`src/rtl/i2c_pkg.sv`:
```
// Shared I2C definitions: target FSM state encoding, ACK/NACK bus levels and
// the default target address (also used by the controller bench).
package i2c_pkg;

    typedef enum logic [2:0] {
        ST_IDLE,
        ST_ADDR,
        ST_ADDR_ACK,
        ST_WR_DATA,
        ST_WR_ACK,
        ST_RD_DATA,
        ST_RD_ACK,
        ST_WAIT_STOP
    } i2c_state_e;

    localparam logic       I2C_ACK          = 1'b0;
    localparam logic       I2C_NACK         = 1'b1;
    localparam logic [6:0] I2C_DEFAULT_ADDR = 7'h42;

endpackage

```
`src/rtl/i2c_line_filter.sv`:
```
// Input conditioning for one I2C line: 2-flop synchroniser, glitch filter
// and one-clk edge flags of the filtered level.
//   clk, rst_n : system clock, async active-low reset
//   line_i     : raw pad level
//   level_o    : filtered level (1 after reset)
//   rise_o     : one-clk pulse, filtered level went 0 -> 1
//   fall_o     : one-clk pulse, filtered level went 1 -> 0
module i2c_line_filter #(
    parameter int unsigned FILTER_LEN = 3
) (
    input  logic clk,
    input  logic rst_n,
    input  logic line_i,
    output logic level_o,
    output logic rise_o,
    output logic fall_o
);

    localparam int unsigned CW = (FILTER_LEN > 1) ? $clog2(FILTER_LEN) : 1;

    logic [1:0]    sync_q;
    logic [CW-1:0] cnt_q, cnt_d;
    logic          level_q, level_d;
    logic          rise_q, fall_q;

    // Level flips only after FILTER_LEN consecutive samples disagree with it.
    always_comb begin
        level_d = level_q;
        cnt_d   = '0;
        if (sync_q[1] != level_q) begin
            if (cnt_q == CW'(FILTER_LEN - 1)) begin
                level_d = sync_q[1];
            end else begin
                cnt_d = cnt_q + 1'b1;
            end
        end
    end

    always_ff @(posedge clk or negedge rst_n) begin
        if (!rst_n) begin
            sync_q  <= '1;
            cnt_q   <= '0;
            level_q <= 1'b1;
            rise_q  <= 1'b0;
            fall_q  <= 1'b0;
        end else begin
            sync_q  <= {sync_q[0], line_i};
            cnt_q   <= cnt_d;
            level_q <= level_d;
            rise_q  <= level_d & ~level_q;
            fall_q  <= ~level_d & level_q;
        end
    end

    assign level_o = level_q;
    assign rise_o  = rise_q;
    assign fall_o  = fall_q;

endmodule

```
`src/rtl/i2c_target.sv`:
```
// I2C target answering one 7-bit address; open-drain SDA via sda_oe, never
// touches SCL, no clock stretching.
//   clk, rst_n        : system clock, async active-low reset
//   scl_in, sda_in    : raw pad levels
//   sda_oe            : 1 = pull SDA low
//   busy, rd_mode     : matched transfer in progress / its R/W bit
//   rx_data/valid/first : received write byte, strobe, first-after-address
//   tx_req, tx_data   : read byte request pulse / byte supplied by host
//   stop_det          : pulse on every STOP
module i2c_target
    import i2c_pkg::*;
#(
    parameter logic [6:0]  TARGET_ADDR = I2C_DEFAULT_ADDR,
    parameter int unsigned FILTER_LEN  = 3
) (
    input  logic       clk,
    input  logic       rst_n,
    input  logic       scl_in,
    input  logic       sda_in,
    output logic       sda_oe,
    output logic       busy,
    output logic       rd_mode,
    output logic [7:0] rx_data,
    output logic       rx_valid,
    output logic       rx_first,
    output logic       tx_req,
    input  logic [7:0] tx_data,
    output logic       stop_det
);

    logic scl_lvl, scl_rise, scl_fall;
    logic sda_lvl, sda_rise, sda_fall;

    i2c_line_filter #(.FILTER_LEN(FILTER_LEN)) u_scl_filt (
        .clk(clk), .rst_n(rst_n), .line_i(scl_in),
        .level_o(scl_lvl), .rise_o(scl_rise), .fall_o(scl_fall)
    );

    i2c_line_filter #(.FILTER_LEN(FILTER_LEN)) u_sda_filt (
        .clk(clk), .rst_n(rst_n), .line_i(sda_in),
        .level_o(sda_lvl), .rise_o(sda_rise), .fall_o(sda_fall)
    );

    i2c_state_e state_q, state_d;
    logic [2:0] bitcnt_q, bitcnt_d;
    logic [7:0] shift_q, shift_d;
    logic [7:0] rx_data_q, rx_data_d;
    logic       sda_oe_q, sda_oe_d;
    logic       busy_q, busy_d;
    logic       rd_mode_q, rd_mode_d;
    logic       rx_valid_q, rx_valid_d;
    logic       rx_first_q, rx_first_d;
    logic       tx_req_q, tx_req_d;
    logic       stop_det_q, stop_det_d;
    logic       first_q, first_d;   // next write byte is the first since address
    logic       load_q, load_d;     // read byte must be fetched on next scl_fall

    logic start_cond, stop_cond;
    assign start_cond = sda_fall & scl_lvl;
    assign stop_cond  = sda_rise & scl_lvl;

    always_comb begin
        state_d    = state_q;
        bitcnt_d   = bitcnt_q;
        shift_d    = shift_q;
        rx_data_d  = rx_data_q;
        sda_oe_d   = sda_oe_q;
        busy_d     = busy_q;
        rd_mode_d  = rd_mode_q;
        first_d    = first_q;
        load_d     = load_q;
        rx_valid_d = 1'b0;
        rx_first_d = 1'b0;
        tx_req_d   = 1'b0;
        stop_det_d = 1'b0;

        if (stop_cond) begin
            state_d    = ST_IDLE;
            sda_oe_d   = 1'b0;
            busy_d     = 1'b0;
            stop_det_d = 1'b1;
            load_d     = 1'b0;
        end else if (start_cond) begin
            state_d  = ST_ADDR;
            bitcnt_d = 3'd7;
            sda_oe_d = 1'b0;
            load_d   = 1'b0;
        end else begin
            case (state_q)
                ST_IDLE: ;
                ST_ADDR: begin
                    if (scl_rise) begin
                        shift_d = {shift_q[6:0], sda_lvl};
                        if (bitcnt_q == '0) begin
                            sda_oe_d = 1'b0;
                            if (shift_q[6:0] == TARGET_ADDR) begin
                                busy_d    = 1'b1;
                                rd_mode_d = sda_lvl;
                                tx_req_d  = sda_lvl;
                                first_d   = 1'b1;
                                state_d   = ST_ADDR_ACK;
                            end else begin
                                busy_d  = 1'b0;
                                state_d = ST_WAIT_STOP;
                            end
                        end else begin
                            bitcnt_d = bitcnt_q - 3'd1;
                        end
                    end
                end
                ST_ADDR_ACK, ST_WR_ACK: begin
                    // sda_oe still low means this is the fall that opens the ACK slot.
                    if (scl_fall) begin
                        bitcnt_d = 3'd7;
                        if (!sda_oe_q) begin
                            sda_oe_d = ~I2C_ACK;
                        end else if (state_q == ST_ADDR_ACK && rd_mode_q) begin
                            shift_d  = {tx_data[6:0], 1'b0};
                            sda_oe_d = ~tx_data[7];
                            state_d  = ST_RD_DATA;
                        end else begin
                            sda_oe_d = 1'b0;
                            state_d  = ST_WR_DATA;
                        end
                    end
                end
                ST_WR_DATA: begin
                    if (scl_rise) begin
                        shift_d = {shift_q[6:0], sda_lvl};
                        if (bitcnt_q == '0) begin
                            rx_data_d  = {shift_q[6:0], sda_lvl};
                            rx_valid_d = 1'b1;
                            rx_first_d = first_q;
                            first_d    = 1'b0;
                            state_d    = ST_WR_ACK;
                        end else begin
                            bitcnt_d = bitcnt_q - 3'd1;
                        end
                    end
                end
                ST_RD_DATA: begin
                    // Shift register holds the bits still to send, MSB-aligned,
                    // so the bit being driven has already left it.
                    if (scl_fall) begin
                        if (load_q) begin
                            shift_d  = {tx_data[6:0], 1'b0};
                            sda_oe_d = ~tx_data[7];
                            bitcnt_d = 3'd7;
                            load_d   = 1'b0;
                        end else if (bitcnt_q != '0) begin
                            shift_d  = {shift_q[6:0], 1'b0};
                            sda_oe_d = ~shift_q[7];
                            bitcnt_d = bitcnt_q - 3'd1;
                        end else begin
                            sda_oe_d = 1'b0;
                            state_d  = ST_RD_ACK;
                        end
                    end
                end
                ST_RD_ACK: begin
                    if (scl_rise) begin
                        if (sda_lvl == I2C_ACK) begin
                            tx_req_d = 1'b1;
                            load_d   = 1'b1;
                            state_d  = ST_RD_DATA;
                        end else begin
                            state_d = ST_WAIT_STOP;
                        end
                    end
                end
                ST_WAIT_STOP: sda_oe_d = 1'b0;
                default: state_d = ST_IDLE;
            endcase
        end
    end

    always_ff @(posedge clk or negedge rst_n) begin
        if (!rst_n) begin
            state_q    <= ST_IDLE;
            bitcnt_q   <= '0;
            shift_q    <= '0;
            rx_data_q  <= '0;
            sda_oe_q   <= 1'b0;
            busy_q     <= 1'b0;
            rd_mode_q  <= 1'b0;
            rx_valid_q <= 1'b0;
            rx_first_q <= 1'b0;
            tx_req_q   <= 1'b0;
            stop_det_q <= 1'b0;
            first_q    <= 1'b0;
            load_q     <= 1'b0;
        end else begin
            state_q    <= state_d;
            bitcnt_q   <= bitcnt_d;
            shift_q    <= shift_d;
            rx_data_q  <= rx_data_d;
            sda_oe_q   <= sda_oe_d;
            busy_q     <= busy_d;
            rd_mode_q  <= rd_mode_d;
            rx_valid_q <= rx_valid_d;
            rx_first_q <= rx_first_d;
            tx_req_q   <= tx_req_d;
            stop_det_q <= stop_det_d;
            first_q    <= first_d;
            load_q     <= load_d;
        end
    end

    assign sda_oe   = sda_oe_q;
    assign busy     = busy_q;
    assign rd_mode  = rd_mode_q;
    assign rx_data  = rx_data_q;
    assign rx_valid = rx_valid_q;
    assign rx_first = rx_first_q;
    assign tx_req   = tx_req_q;
    assign stop_det = stop_det_q;

endmodule

```
`config.mk`:
```
export PLATFORM = sky130hd
export DESIGN_NAME = i2c_target
export DESIGN_NICKNAME = d
export VERILOG_FILES = /design/src/rtl/i2c_pkg.sv /design/src/rtl/i2c_line_filter.sv /design/src/rtl/i2c_target.sv
export SDC_FILE = /design/constraint.sdc
export NUM_CORES = 1
export LEC_CHECK = 0
export CELL_PAD_IN_SITES_DETAIL_PLACEMENT = 1
export CELL_PAD_IN_SITES_GLOBAL_PLACEMENT = 1
export CORE_AREA = 2 2 78 80
export DETAILED_ROUTE_END_ITERATION = 10
export DIE_AREA = 0 0 80 82
export PLACE_DENSITY = 0.76
export SYNTH_ARGS = -nofsm -noshare
export SYNTH_HDL_FRONTEND = slang
export SYNTH_HIERARCHICAL = 1
export SYNTH_SLANG_ARGS = --single-unit
```
`constraint.sdc`:
```
create_clock -name clk -period 2.25 [get_ports clk]
set_input_delay 0.3375 -clock clk [delete_from_list [all_inputs] [get_ports clk]]
set_output_delay 0.3375 -clock clk [all_outputs]
set_load 0.02 [all_outputs]
```
==> impl_metrics.tcl <==
set metrics [dict create \
    drt_first_pass_iters 4 \
    cts_setup_buffers 0 \
    relSlewSlack_pct 64.2 \
    synth_area_mm2 0.00226 \
    synthDistinctLibCells 50 \
    finalSetupViolCount 0 \
    initialDrtViolationCount 139 \
    crit_path_max_incr_delay_ns 0.40 \
    power_leakage_nw 1.20 \
    fin_crit_ns 2.06 \
    cp_top_family "simple AND/OR/NAND/NOR gates" \
    end_kind "flip-flop" \
    multi_input_area_mm2 0.00106 \
    fin_area_mm2 0.00278 \
    vias_per_cell 5.52 \
    critPathKind "reg -> reg" \
    crit_fanout 8 \
    via_count 1749 \
    grt_pass1_wl_um 9320 \
    cts_root_buf "clkbuf_8" \
    p_per_area_mw_per_mm2 1180 \
    overflow 0 \
    syn_inst 200 \
    fin_worst_skew_ns 0.00500 \
    grt_setup_unrepaired "no" \
    dpl_cell_area_mm2 0.00269 \
    grt_pass1_vias 1813 \
    detailedPlace.worstSlack_ns 0.238 \
    grt_max_degree 26 \
    die_area_mm2 0.00656 \
    ir_worst_vdd_mv 0.503 \
    maxCapViolations 0 \
    fmax_mhz 485 \
    die-height_um 82 \
    dpl.hpwl_um 3940 \
    whs_ns 0.00434 \
    cp.arrival_ns 2.25 \
    die_w_um 80 \
    num-nets-final 255 \
    syn_to_final_growth_pct 22.8 \
    path_clk_slew_ns 0.09 \
    cts_inserted_buffers 5 \
    cts_hold_buf 0 \
    nFillCells 647 \
    tns_ns 0 \
    numPortBuffers 26 \
    cts_resized 0 \
    yosysSeqAreaShare_pct 50.1 \
    core_area_mm2 0.00575 \
    worstPathRequired_ns 2.44 \
    slew_violations 0 \
    startpoint_type "flip-flop" \
    cts_num_sinks 45 \
    drt_drc_violations_left 0 \
    hold_path_class "in -> async" \
    wl_per_cell_um 17.0 \
    drive_gt1_share_pct 26.4 \
    crit_path_top_delay_cell "nor4b_1" \
    antenna_found_initial 0 \
    start_util_pct 39.4 \
    ys_warn_count 6 \
    yosys_most_used_dff "dfrtp_1" \
    layout_setup_ws_ns 0.187 \
    max_slew.worst_pin.slew_ns 0.529 \
    period_share_pct 91.7 \
    h-tree-depth 2 \
    wl_um 5380 \
    hold_viol 0 \
    ioPinCount 27 \
    clk_latency_ns 0.30 \
    run_status "completed" \
    rows 28 \
    async_flop_share_pct 100 \
    syn_area_per_cell_um2 11.3 \
    crit_chain "inv_1 -> ha_1 -> nor4b_1 -> a22oi_2 -> nand2_1 -> nor3_4 -> buf_4 -> mux2_2" \
    track_usage_pct 18.3 \
    postRouteAntennaNets 0 \
    synth_seq_cells 45 \
    seqCellArea_mm2 0.00113 \
    syn-num-nets 214 \
    antenna_cells 0 \
    place.gp.congestion 0.849 \
    critPathBufInv 2 \
    synth-edff-count 0 \
    cts_buffer_depth 2 \
    cts_tree "done" \
]
-- path summary, 6_finish.rpt --
check / from / endpoint / slack (ns) / cells after the start
max: bitcnt_q[0] / shift_q[1] / 0.19 / 8
min: rst_n / first_q / 0.004 / 1
max reg2reg: bitcnt_q[0] / shift_q[1] / 0.19 / 8
min reg2reg: u_scl_filt/sync_q[0] / u_scl_filt/sync_q[1] / 0.36 / 0
max in group asynchronous: rst_n / u_scl_filt/sync_q[1] / 1.62 / 2
min in group clk: u_scl_filt/sync_q[0] / u_scl_filt/sync_q[1] / 0.36 / 0
-- cells in the mapped netlist, drive strengths merged, types with 2 or more instances --
| library cell | number | share of area (%) |
|---|---|---|
| or3 | 2 | 0.55 |
| nor2b | 3 | 0.83 |
| mux2 | 27 | 14 |
| a211oi | 2 | 0.66 |
| a221oi | 4 | 1.5 |
| dfrtp | 39 | 43 |
| o22ai | 2 | 0.55 |
| nand4 | 2 | 0.55 |
| a311o | 2 | 0.89 |
| nand2 | 11 | 1.8 |
| nor3b | 8 | 2.7 |
| nor4 | 2 | 0.55 |
| buf | 7 | 1.6 |
| xnor2 | 2 | 0.77 |
| nor2 | 13 | 2.2 |
| and2 | 3 | 0.83 |
| nor4b | 2 | 0.77 |
| nor3 | 8 | 2.5 |
| dfstp | 6 | 7.0 |
| o21a | 3 | 1.0 |
| ha | 2 | 1.1 |
| a31oi | 2 | 0.55 |
| inv | 7 | 1.2 |
| a21oi | 12 | 2.7 |
| nand2b | 4 | 1.8 |
| a21boi | 2 | 0.66 |
| o21ai | 7 | 1.5 |
-- logic make-up (layout without fill, tap and decap cells) --
logic type / Yosys count / in the layout / share of synthesized area, %
simple gates: 62 / 62 / 16.5
compound gates: 47 / 47 / 14.5
flops: 45 / 45 / 50.1
mux: 28 / 28 / 14.2
buf+inv: 14 / 56 / 2.77
fa+ha+maj: 2 / 2 / 1.11
xor+xnor: 2 / 2 / 0.775
-- registers in the layout (all words and copies together), names as in the netlist, 2 cells and up --
| register | count |
|---|---|
| bitcnt_q | 3 |
| u_sda_filt/sync_q | 2 |
| shift_q | 8 |
| u_scl_filt/sync_q | 2 |
| rx_data | 8 |
| u_sda_filt/cnt_q | 2 |
| state_q | 3 |
| u_scl_filt/cnt_q | 2 |
-- area by class of cell --
cell class                      instances  share of cell area [%]
Sequential cell                        45                    40.8
Multi-Input combinational cell        141                    38.4
Timing Repair Buffer                   41                    13.2
Tap cell                               75                    3.38
Clock buffer                            5                    2.48
Inverter                                7                   0.946
Clock inverter                          3                   0.766
-- power breakdown --
| group | internal [mW] | total (mW) | switching (mW) |
|---|---|---|---|
| logic | 0.764 | 1.49 | 0.728 |
| clock network | 0.221 | 0.508 | 0.288 |
| registers | 1.03 | 1.29 | 0.262 |
| total | 2.01 | 3.29 | 1.28 |
-- metal layers --
layer / global-route usage, % / vias up / share of wire [%]
li1: - / 820 / -
met1: 25.8 / 885 / 48
met2: 29.2 / 34 / 48
met3: 2.53 / 10 / 3.0
met4: 5.76 / 0 / 1.5
met5: 0 / - / 0
-- layout by cell type, fill, tap and decap left out, drive strengths merged, types with 2 or more instances in the layout --
cell type       n
dfstp           6
nor4            2
clkbuf          5
a21boi          2
a221oi          4
a211oi          2
or3             2
ha              2
a31oi           2
nor4b           2
buf            16
o22ai           2
nor2           13
a21oi          12
xnor2           2
inv             8
nor2b           3
and2            3
clkdlybuf4s50  25
dfrtp          39
a311o           2
o21ai           7
nor3            8
nand2          11
nand4           2
nand2b          4
mux2           27
o21a            3
nor3b           8
-- metrics by stage --
stage	utilization, %	power (mW)	std cells
4_1_cts	48.3	3.31	317
3_3_place_gp	46.8	2.73	309
2_1_floorplan	-	2.32	200
5_1_grt	48.3	3.54	317
3_5_place_dp	46.8	2.78	309
6_report	48.3	3.29	317
(Power assumes the default switching activity.)
